`src/rtl/planificador_mantenimiento.sv`:
```
// Round-robin scheduler that shares one maintenance FSM between NUM_SOL requesters.
// Define PRIORIDAD_FIJA_EN for fixed lowest-index-wins arbitration instead of round-robin.
module planificador_mantenimiento #(
  parameter int unsigned NUM_SOL       = 4,
  parameter int unsigned TIMEOUT       = 64,
  parameter int unsigned ESPERA_CICLOS = 2
) (
  input  logic                       clk,
  input  logic                       reset,
  input  logic [NUM_SOL-1:0]         sol,
  input  logic                       terminado,
  output logic                       iniciar,
  output logic                       detener,
  output logic [$clog2(NUM_SOL)-1:0] activo_id,
  output logic                       ocupado,
  output logic [NUM_SOL-1:0]         conc,
  output logic                       abortado,
  output logic [7:0]                 cuenta_servicios
);

  localparam int unsigned IW = $clog2(NUM_SOL);
  localparam int unsigned TW = $clog2(TIMEOUT + ESPERA_CICLOS);

  typedef enum logic [2:0] {LIBRE, ARRANQUE, EN_CURSO, DETENER, ESPERA} estado_t;

  estado_t           estado_q;
  logic [TW-1:0]     timer_q;
  logic [IW-1:0]     activo_id_q;
  logic              iniciar_q;
  logic              detener_q;
  logic              abortado_q;
  logic              ocupado_q;
  logic [NUM_SOL-1:0] conc_q;
  logic [7:0]        cuenta_q;

  logic              hit_d;
  logic [IW-1:0]     grant_d;
  int unsigned       idx;
  logic [NUM_SOL-1:0] desplazado;

`ifndef PRIORIDAD_FIJA_EN
  logic [IW-1:0]     ptr_q;
  logic [IW-1:0]     siguiente;

  assign siguiente = (activo_id_q == IW'(NUM_SOL - 1)) ? '0 : activo_id_q + 1'b1;
`endif

  // Scan starts at ptr (or 0 for fixed priority); first set bit wins.
  always_comb begin
    hit_d      = 1'b0;
    grant_d    = '0;
    idx        = 0;
    desplazado = '0;
    for (int unsigned k = 0; k < NUM_SOL; k++) begin
`ifdef PRIORIDAD_FIJA_EN
      idx = k;
`else
      idx = (32'(ptr_q) + k) % NUM_SOL;
`endif
      desplazado = sol >> idx;
      if (!hit_d && desplazado[0]) begin
        hit_d   = 1'b1;
        grant_d = IW'(idx);
      end
    end
  end

  always_ff @(posedge clk) begin
    if (reset) begin
      estado_q    <= LIBRE;
      timer_q     <= '0;
      activo_id_q <= '0;
      iniciar_q   <= 1'b0;
      detener_q   <= 1'b0;
      abortado_q  <= 1'b0;
      ocupado_q   <= 1'b0;
      conc_q      <= '0;
      cuenta_q    <= '0;
`ifndef PRIORIDAD_FIJA_EN
      ptr_q       <= '0;
`endif
    end else begin
      iniciar_q  <= 1'b0;
      detener_q  <= 1'b0;
      abortado_q <= 1'b0;
      conc_q     <= '0;
      case (estado_q)
        LIBRE: begin
          if (hit_d) begin
            activo_id_q <= grant_d;
            iniciar_q   <= 1'b1;
            ocupado_q   <= 1'b1;
            estado_q    <= ARRANQUE;
          end
        end
        ARRANQUE: begin
          timer_q  <= '0;
          estado_q <= EN_CURSO;
        end
        EN_CURSO: begin
          // Completion has priority over a coinciding timeout.
          if (terminado) begin
            conc_q   <= NUM_SOL'(1) << activo_id_q;
            if (cuenta_q != 8'hFF) cuenta_q <= cuenta_q + 8'd1;
`ifndef PRIORIDAD_FIJA_EN
            ptr_q    <= siguiente;
`endif
            timer_q  <= '0;
            estado_q <= ESPERA;
          end else if (timer_q == TW'(TIMEOUT - 1)) begin
            detener_q  <= 1'b1;
            abortado_q <= 1'b1;
            estado_q   <= DETENER;
          end else begin
            timer_q <= timer_q + 1'b1;
          end
        end
        DETENER: begin
`ifndef PRIORIDAD_FIJA_EN
          ptr_q    <= siguiente;
`endif
          timer_q  <= '0;
          estado_q <= ESPERA;
        end
        ESPERA: begin
          if (timer_q == TW'(ESPERA_CICLOS - 1)) begin
            ocupado_q <= 1'b0;
            estado_q  <= LIBRE;
          end else begin
            timer_q <= timer_q + 1'b1;
          end
        end
        default: begin
          ocupado_q <= 1'b0;
          estado_q  <= LIBRE;
        end
      endcase
    end
  end

  assign iniciar          = iniciar_q;
  assign detener          = detener_q;
  assign activo_id        = activo_id_q;
  assign ocupado          = ocupado_q;
  assign conc             = conc_q;
  assign abortado         = abortado_q;
  assign cuenta_servicios = cuenta_q;

endmodule
```
`config.mk`:
```
export PLATFORM = sky130hd
export DESIGN_NAME = planificador_mantenimiento
export DESIGN_NICKNAME = d
export VERILOG_FILES = /design/src/rtl/planificador_mantenimiento.sv
export SDC_FILE = /design/constraint.sdc
export NUM_CORES = 1
export LEC_CHECK = 0
export CAP_MARGIN = 20
export CORE_MARGIN = 1
export CORE_UTILIZATION = 56
export DETAILED_ROUTE_END_ITERATION = 10
export PLACE_DENSITY = 0.84
export SYNTH_ARGS = -nofsm -noshare
export SYNTH_HDL_FRONTEND = slang
export SYNTH_SLANG_ARGS = --single-unit
export TNS_END_PERCENT = 20
```
`constraint.sdc`:
```
create_clock -name clk -period 4.4 [get_ports clk]
set_input_delay 0.66 -clock clk [delete_from_list [all_inputs] [get_ports clk]]
set_output_delay 0.66 -clock clk [all_outputs]
set_load 0.01 [all_outputs]
```
==> results of run 1 <==
==> area by class of cell <==
cell class	count	share of cell area, %
Multi-Input combinational cell	123	45.7
Sequential cell	29	33.0
Timing Repair Buffer	24	13.7
Clock buffer	7	3.70
Tap cell	30	2.14
Inverter	7	1.50
Clock inverter	1	0.285
==> critical path: stages <==
cell	delay, ps
clkdlybuf4s50_1	600
nor4_1	110
or2_0	330
or4_1	550
a21oi_1	150
==> power by group through the flow <==
stage / logic (uW) / registers [uW] / clock network [uW]
6_report: 101 / 295 / 185
5_1_grt: 114 / 298 / 201
4_1_cts: 101 / 295 / 185
3_5_place_dp: 99.9 / 301 / 0
3_3_place_gp: 97.1 / 299 / 0
2_1_floorplan: 73.0 / 296 / 0
==> final timing paths <==
| check | slack [ps] | to | cells after the start |
|---|---|---|---|
| worst max-delay path | 2240 | activo_id[0] | 5 |
| worst max register to register | 2310 | timer_q[0] | 5 |
| worst min-delay path | 490 | ocupado | 2 |
| worst min register to register | 490 | ocupado | 2 |
==> routing by layer <==
layer  routed length (microns)  global-route usage, %
met1                      1380                   28.9
met2                      1550                   45.6
met3                       134                   8.62
met4                        40                   10.5
met5                         0                      0
==> metrics by stage <==
stage               utilization [%]  setup slack (ps)  cell area (sq um)  power, uW  cells
floorplan                         -              2580               1460        369    168
global placement               68.1              1990               1690        396    213
detailed placement             68.1              1910               1690        401    213
CTS                            70.9              2260               1760        581    221
global route                   70.9              2170               1760        613    221
finish                         70.9              2240               1760        581    221
==> logic make-up after synthesis <==
family	Yosys count	share of synthesized area, %
AOI/OAI and AO/OA	40	17.3
muxes	5	3.52
DFF	29	39.9
buffers and inverters	16	5.07
and+or+nand+nor	69	27.8
adders and majority gates	4	3.44
xor gates and xnor gates	5	3.01
==> layout by cell type (no fill, tap or decap), drive strengths merged, types with 2 or more instances in the layout <==
| master | synthesis | final |
|---|---|---|
| a21oi | 15 | 15 |
| nor3 | 2 | 2 |
| or2 | 2 | 2 |
| ha | 4 | 4 |
| nor2b | 2 | 2 |
| nor4 | 3 | 3 |
| dfxtp | 29 | 29 |
| nor2 | 21 | 21 |
| nand4 | 3 | 3 |
| and3 | 5 | 5 |
| o211ai | 3 | 3 |
| inv | 7 | 7 |
| nand4b | 3 | 3 |
| clkdlybuf4s50 | 0 | 24 |
| o41ai | 2 | 2 |
| and2 | 2 | 2 |
| nand3 | 5 | 5 |
| o31ai | 4 | 4 |
| or4 | 6 | 6 |
| xor2 | 4 | 4 |
| mux2i | 4 | 4 |
| o21ai | 7 | 7 |
| clkbuf | 5 | 7 |
| nand2b | 2 | 2 |
| nand2 | 5 | 5 |
| and4bb | 2 | 2 |
==> sequential cells by signal (all words and copies together), names as in the netlist <==
name / cells
conc: 4
estado_q: 3
cuenta_servicios: 8
ptr_q: 2
ocupado: 1
abortado: 1
activo_id: 2
iniciar: 1
timer_q: 7
==> metrics, run 1 <==
status finished clean; Synth Warn # 0; Reg-to-Reg Start timer_q[0]; final period utilization 49.0%; unrepaired setup endpoints after global routing no; Synth cell types 48; Die ar. 2810 sq um; Int Pwr 417 uW; Hold Path Class flop to flop; most frequent cell after synthesis dfxtp_1; Die Y 53.0 microns; CTS-repair resized insts 0; GP Congestion 0.811; Setup Buffers After CTS 0; DRC viols 0; CP arrival 2400 ps; worst skew pair latency 330 ps; Reg clk slew, reported paths 90 ps; drt total wl 3100 microns; DRT iter0 DRCs 37; Layout Skew 5.06 ps; FP Rows 18; Yosys top cell by area dfxtp_1; Detailed Routing Iterations Pass 1 5; remaining global-route overflow 0; # IOs 25; Required @ worst endpoint 4640 ps; layout cells sized above 1 7.85%; CTS tree built; GRT Util Overall 26.2%; DP Wirelength 2250 microns; Slew @ Worst Pin 864 ps; Antenna diodes 0; Post-CTS Hold Buffers 0; Sw Ratio 28.2%; synth top area cells dfxtp_1 (40%), nor2_1 (5.4%), a21oi_1 (5.2%), ha_1 (3.4%), or4_1 (3.1%); die width 53.0 microns; crit start category input pin; count of endpoints failing setup in the final report 0; net count after synthesis 179; first-pass GRT wire length 5230 microns; multi-input logic area 802 sq um; pin count of the biggest net entering global routing 27; sequential share of the synthesized area 39.9%; Peak VDD IR 0.233 mV; CP Launch Point sol[2]; Hold Worst Slack 491 ps; vias per inst 6.07; leak pwr 0.000641 uW; Max Clk Rate 0.464 GHz; setup TNS 0 ps; Mapped Cells 168; Tmin final 2160 ps; PortBufs 24; nets 201; switching pwr 164 uW; mapped cell area 1460 sq um; Root Buffer clkbuf_4; worst setup path class input pin to flop; Routed Antenna Nets 0; Final Max Slew Viols 0; crit end category flop; CP Max Fanout 7; top_reg_cell synth dfxtp_1; Clock Sinks 29; total CTS buffers 5; ys async rst share 0%; Power per Cell Area 330 nW/um^2; clock power share 31.8%; most instantiated cells after synthesis dfxtp_1 (29), nor2_1 (21), a21oi_1 (15), inv_1 (7), o21ai_0 (7); Relative slew margins 42.2%; register area 581 sq um; initial antenna violation count 0; Hold Vio Cnt, Final 0; starting density of the core 58.8%; CTS H-tree lvls 2; sequential cell fraction of total power 50.9%; EDFF count, synth 0; Avg WL per Cell 14.0 microns; fillers 198; Syn Area/Cell 8.67 sq um; Seq cells post-synth 29; vias in the first global route 1217; Synth top area share 39.9%; clock buffer depth 2; max_cap viols 0; via count 1341; Area growth syn-to-layout 20.6%; Hold Path Origin ocupado; Comb pwr share 17.3%; core area 2480 sq um
No activity file was read; power rests on OpenSTA's default activity.
==> run 2, diff against run 1 <==
- CORE_UTILIZATION: 56 -> 52
- PLACE_DENSITY: 0.84 -> 0.79
- clock period: 4.4 -> 2 ns (I/O delays scaled with it)
==> metrics, run 2 (same netlist as run 1, synthesis figures left out) <==
CTS tree built (unchanged); pin count of the biggest net entering global routing 14 (was 27); Clock Sinks 29 (unchanged); DRC viols 0 (unchanged); Hold EP ocupado (unchanged); Die Y 54.9 microns (was 53.0 microns); sequential cell fraction of total power 42.4% (was 50.9%); worst hold stages 2 (unchanged); starting density of the core 56.7% (was 58.8%); Detailed Routing Iterations Pass 1 4 (was 5); setup TNS 0 ps (unchanged); worst reg2reg endpoint activo_id[0] (was timer_q[0]); crit end category flop (unchanged); GP Congestion 0.813 (was 0.811); die width 54.9 microns (was 53.0 microns); drt total wl 3350 microns (was 3100 microns); max reg flops 8 (unchanged); most common cell after layout, fill and taps aside dfxtp_1 (unchanged); DP Wirelength 2410 microns (was 2250 microns); Required @ worst endpoint 2240 ps (was 4640 ps); flop-to-flop setup slack 110 ps (was 2310 ps); core area 2570 sq um (was 2480 sq um); Slew @ Worst Pin 488 ps (was 864 ps); count of endpoints failing setup in the final report 0 (unchanged); Antenna diodes 0 (unchanged); max_cap viols 0 (unchanged); Power per Cell Area 802 nW/um^2 (was 330 nW/um^2); Peak VDD IR 0.722 mV (was 0.233 mV); unrepaired setup endpoints after global routing no (unchanged); worst skew pair latency 320 ps (was 330 ps); leak pwr 0.000725 uW (was 0.000641 uW); Final Max Slew Viols 0 (unchanged); first-pass GRT wire length 5190 microns (was 5230 microns); DRT iter0 DRCs 33 (was 37); Setup Buffers After CTS 0 (unchanged); worst setup path class flop to flop (was input pin to flop); Area growth syn-to-layout 30.3% (was 20.6%); final period utilization 94.6%; fillers 206 (was 198); Layout Skew 8.39 ps (was 5.06 ps); placed cells 227 (was 213); vias per inst 5.89 (was 6.07); Int Pwr 1140 uW (was 417 uW); CP arrival 2140 ps (was 2400 ps); Comb pwr share 18.0% (was 17.3%); CTS H-tree lvls 2 (unchanged); Die ar. 3020 sq um (was 2810 sq um); Tmin final 1890 ps; clock power share 39.6% (was 31.8%); initial antenna violation count 0 (unchanged); Reg-to-Reg Start estado_q[2] (was timer_q[0]); Routed Antenna Nets 0 (unchanged); layout cells sized above 1 14.1% (was 7.85%); Post-CTS Hold Buffers 0 (unchanged); Reg clk slew, reported paths 100 ps (was 90 ps); status finished clean (unchanged); Sw Ratio 25.3% (was 28.2%); crit start category flop (was input pin); Hold Vio Cnt, Final 0 (unchanged); Relative slew margins 67.4% (was 42.2%); GRT Util Overall 24.6% (was 26.2%); vias in the first global route 1196 (was 1217); # IOs 25 (unchanged); non-filler cells, final 235 (was 221); Root Buffer clkbuf_4 (unchanged); Max Clk Rate 0.528 GHz; FP Rows 18 (unchanged); nets 215 (was 201); most frequent cells in the layout dfxtp_1 (29), clkdlybuf4s50_1 (24), nor2_1 (21) (unchanged); clock buffer depth 2 (unchanged); CP Max Fanout 9 (was 7); via count 1383 (was 1341); remaining global-route overflow 0 (unchanged); switching pwr 386 uW (was 164 uW); Hold Path Origin ocupado (unchanged); Reg2Reg Depth 4 (was 5); Avg WL per Cell 14.2 microns (was 14.0 microns); Hold Path Class flop to flop (unchanged); PortBufs 24 (unchanged); total CTS buffers 5 (unchanged)
## run 2: how the worst max path moves through the flow
| stage | from | end | slack, ps | cells past startpoint |
|---|---|---|---|---|
| final | estado_q[2] | activo_id[0] | 110 | 4 |
| after global routing | estado_q[2] | activo_id[0] | 40 | 4 |
| after CTS | timer_q[1] | timer_q[4] | 70 | 7 |
| after detailed placement | terminado | timer_q[4] | 30 | 5 |
| after global placement | terminado | cuenta_servicios[7] | 70 | 5 |
| after floorplan | timer_q[0] | timer_q[4] | 180 | 5 |
## run 2: critical path: stages (launching register included)
cell	delay [ps]
dfxtp_1	410
or3_4	450
or2_0	260
or4_1	540
a21oi_1	170
## run 2: through the flow
step / utilization [%] / setup WS, ps / power, uW / hold slack (ps) / area [sq um]
after global routing: 73.9 / 44.2 / 1590 / 532 / 1900
after floorplan: - / 179 / 811 / 455 / 1460
after CTS: 73.8 / 72.4 / 1520 / 500 / 1890
after global placement: 69.8 / 72.8 / 914 / 472 / 1790
final: 73.9 / 108 / 1520 / 501 / 1900
after detailed placement: 69.8 / 31.5 / 924 / 483 / 1790
## run 2: final cells by class
type | count | area, sq um | share of cell area [%]
repair buffers | 38 | 345 | 18.2
well taps | 30 | 37.5 | 1.98
multi-input cells | 123 | 806 | 42.5
flip-flops and latches | 29 | 581 | 30.6
clock buffers | 5 | 37.5 | 1.98
clock inverters | 3 | 65.1 | 3.43
inverters | 7 | 26.3 | 1.38
## run 2: power by group through the flow
stage	combinational [uW]	clock [uW]	sequential, uW
after floorplan	161	0	651
after global placement	259	0	654
after detailed placement	266	0	658
after CTS	270	606	645
after global routing	302	634	650
final	274	603	645
## run 2: per-layer routing
metal | up-vias | track usage, % | share of wire [%]
met2 | 20 | 42.8 | 51
met4 | 0 | 8.75 | 0.63
met1 | 669 | 28.8 | 46
met5 | - | 0 | 0
li1 | 690 | - | -
met3 | 4 | 6.56 | 2.2
## run 2: timing repair
action                                  4_1_cts  5_1_grt
gates resized for setup                       0        1
hold endpoints to repair                      0        0
endpoints found under the setup margin        0        4
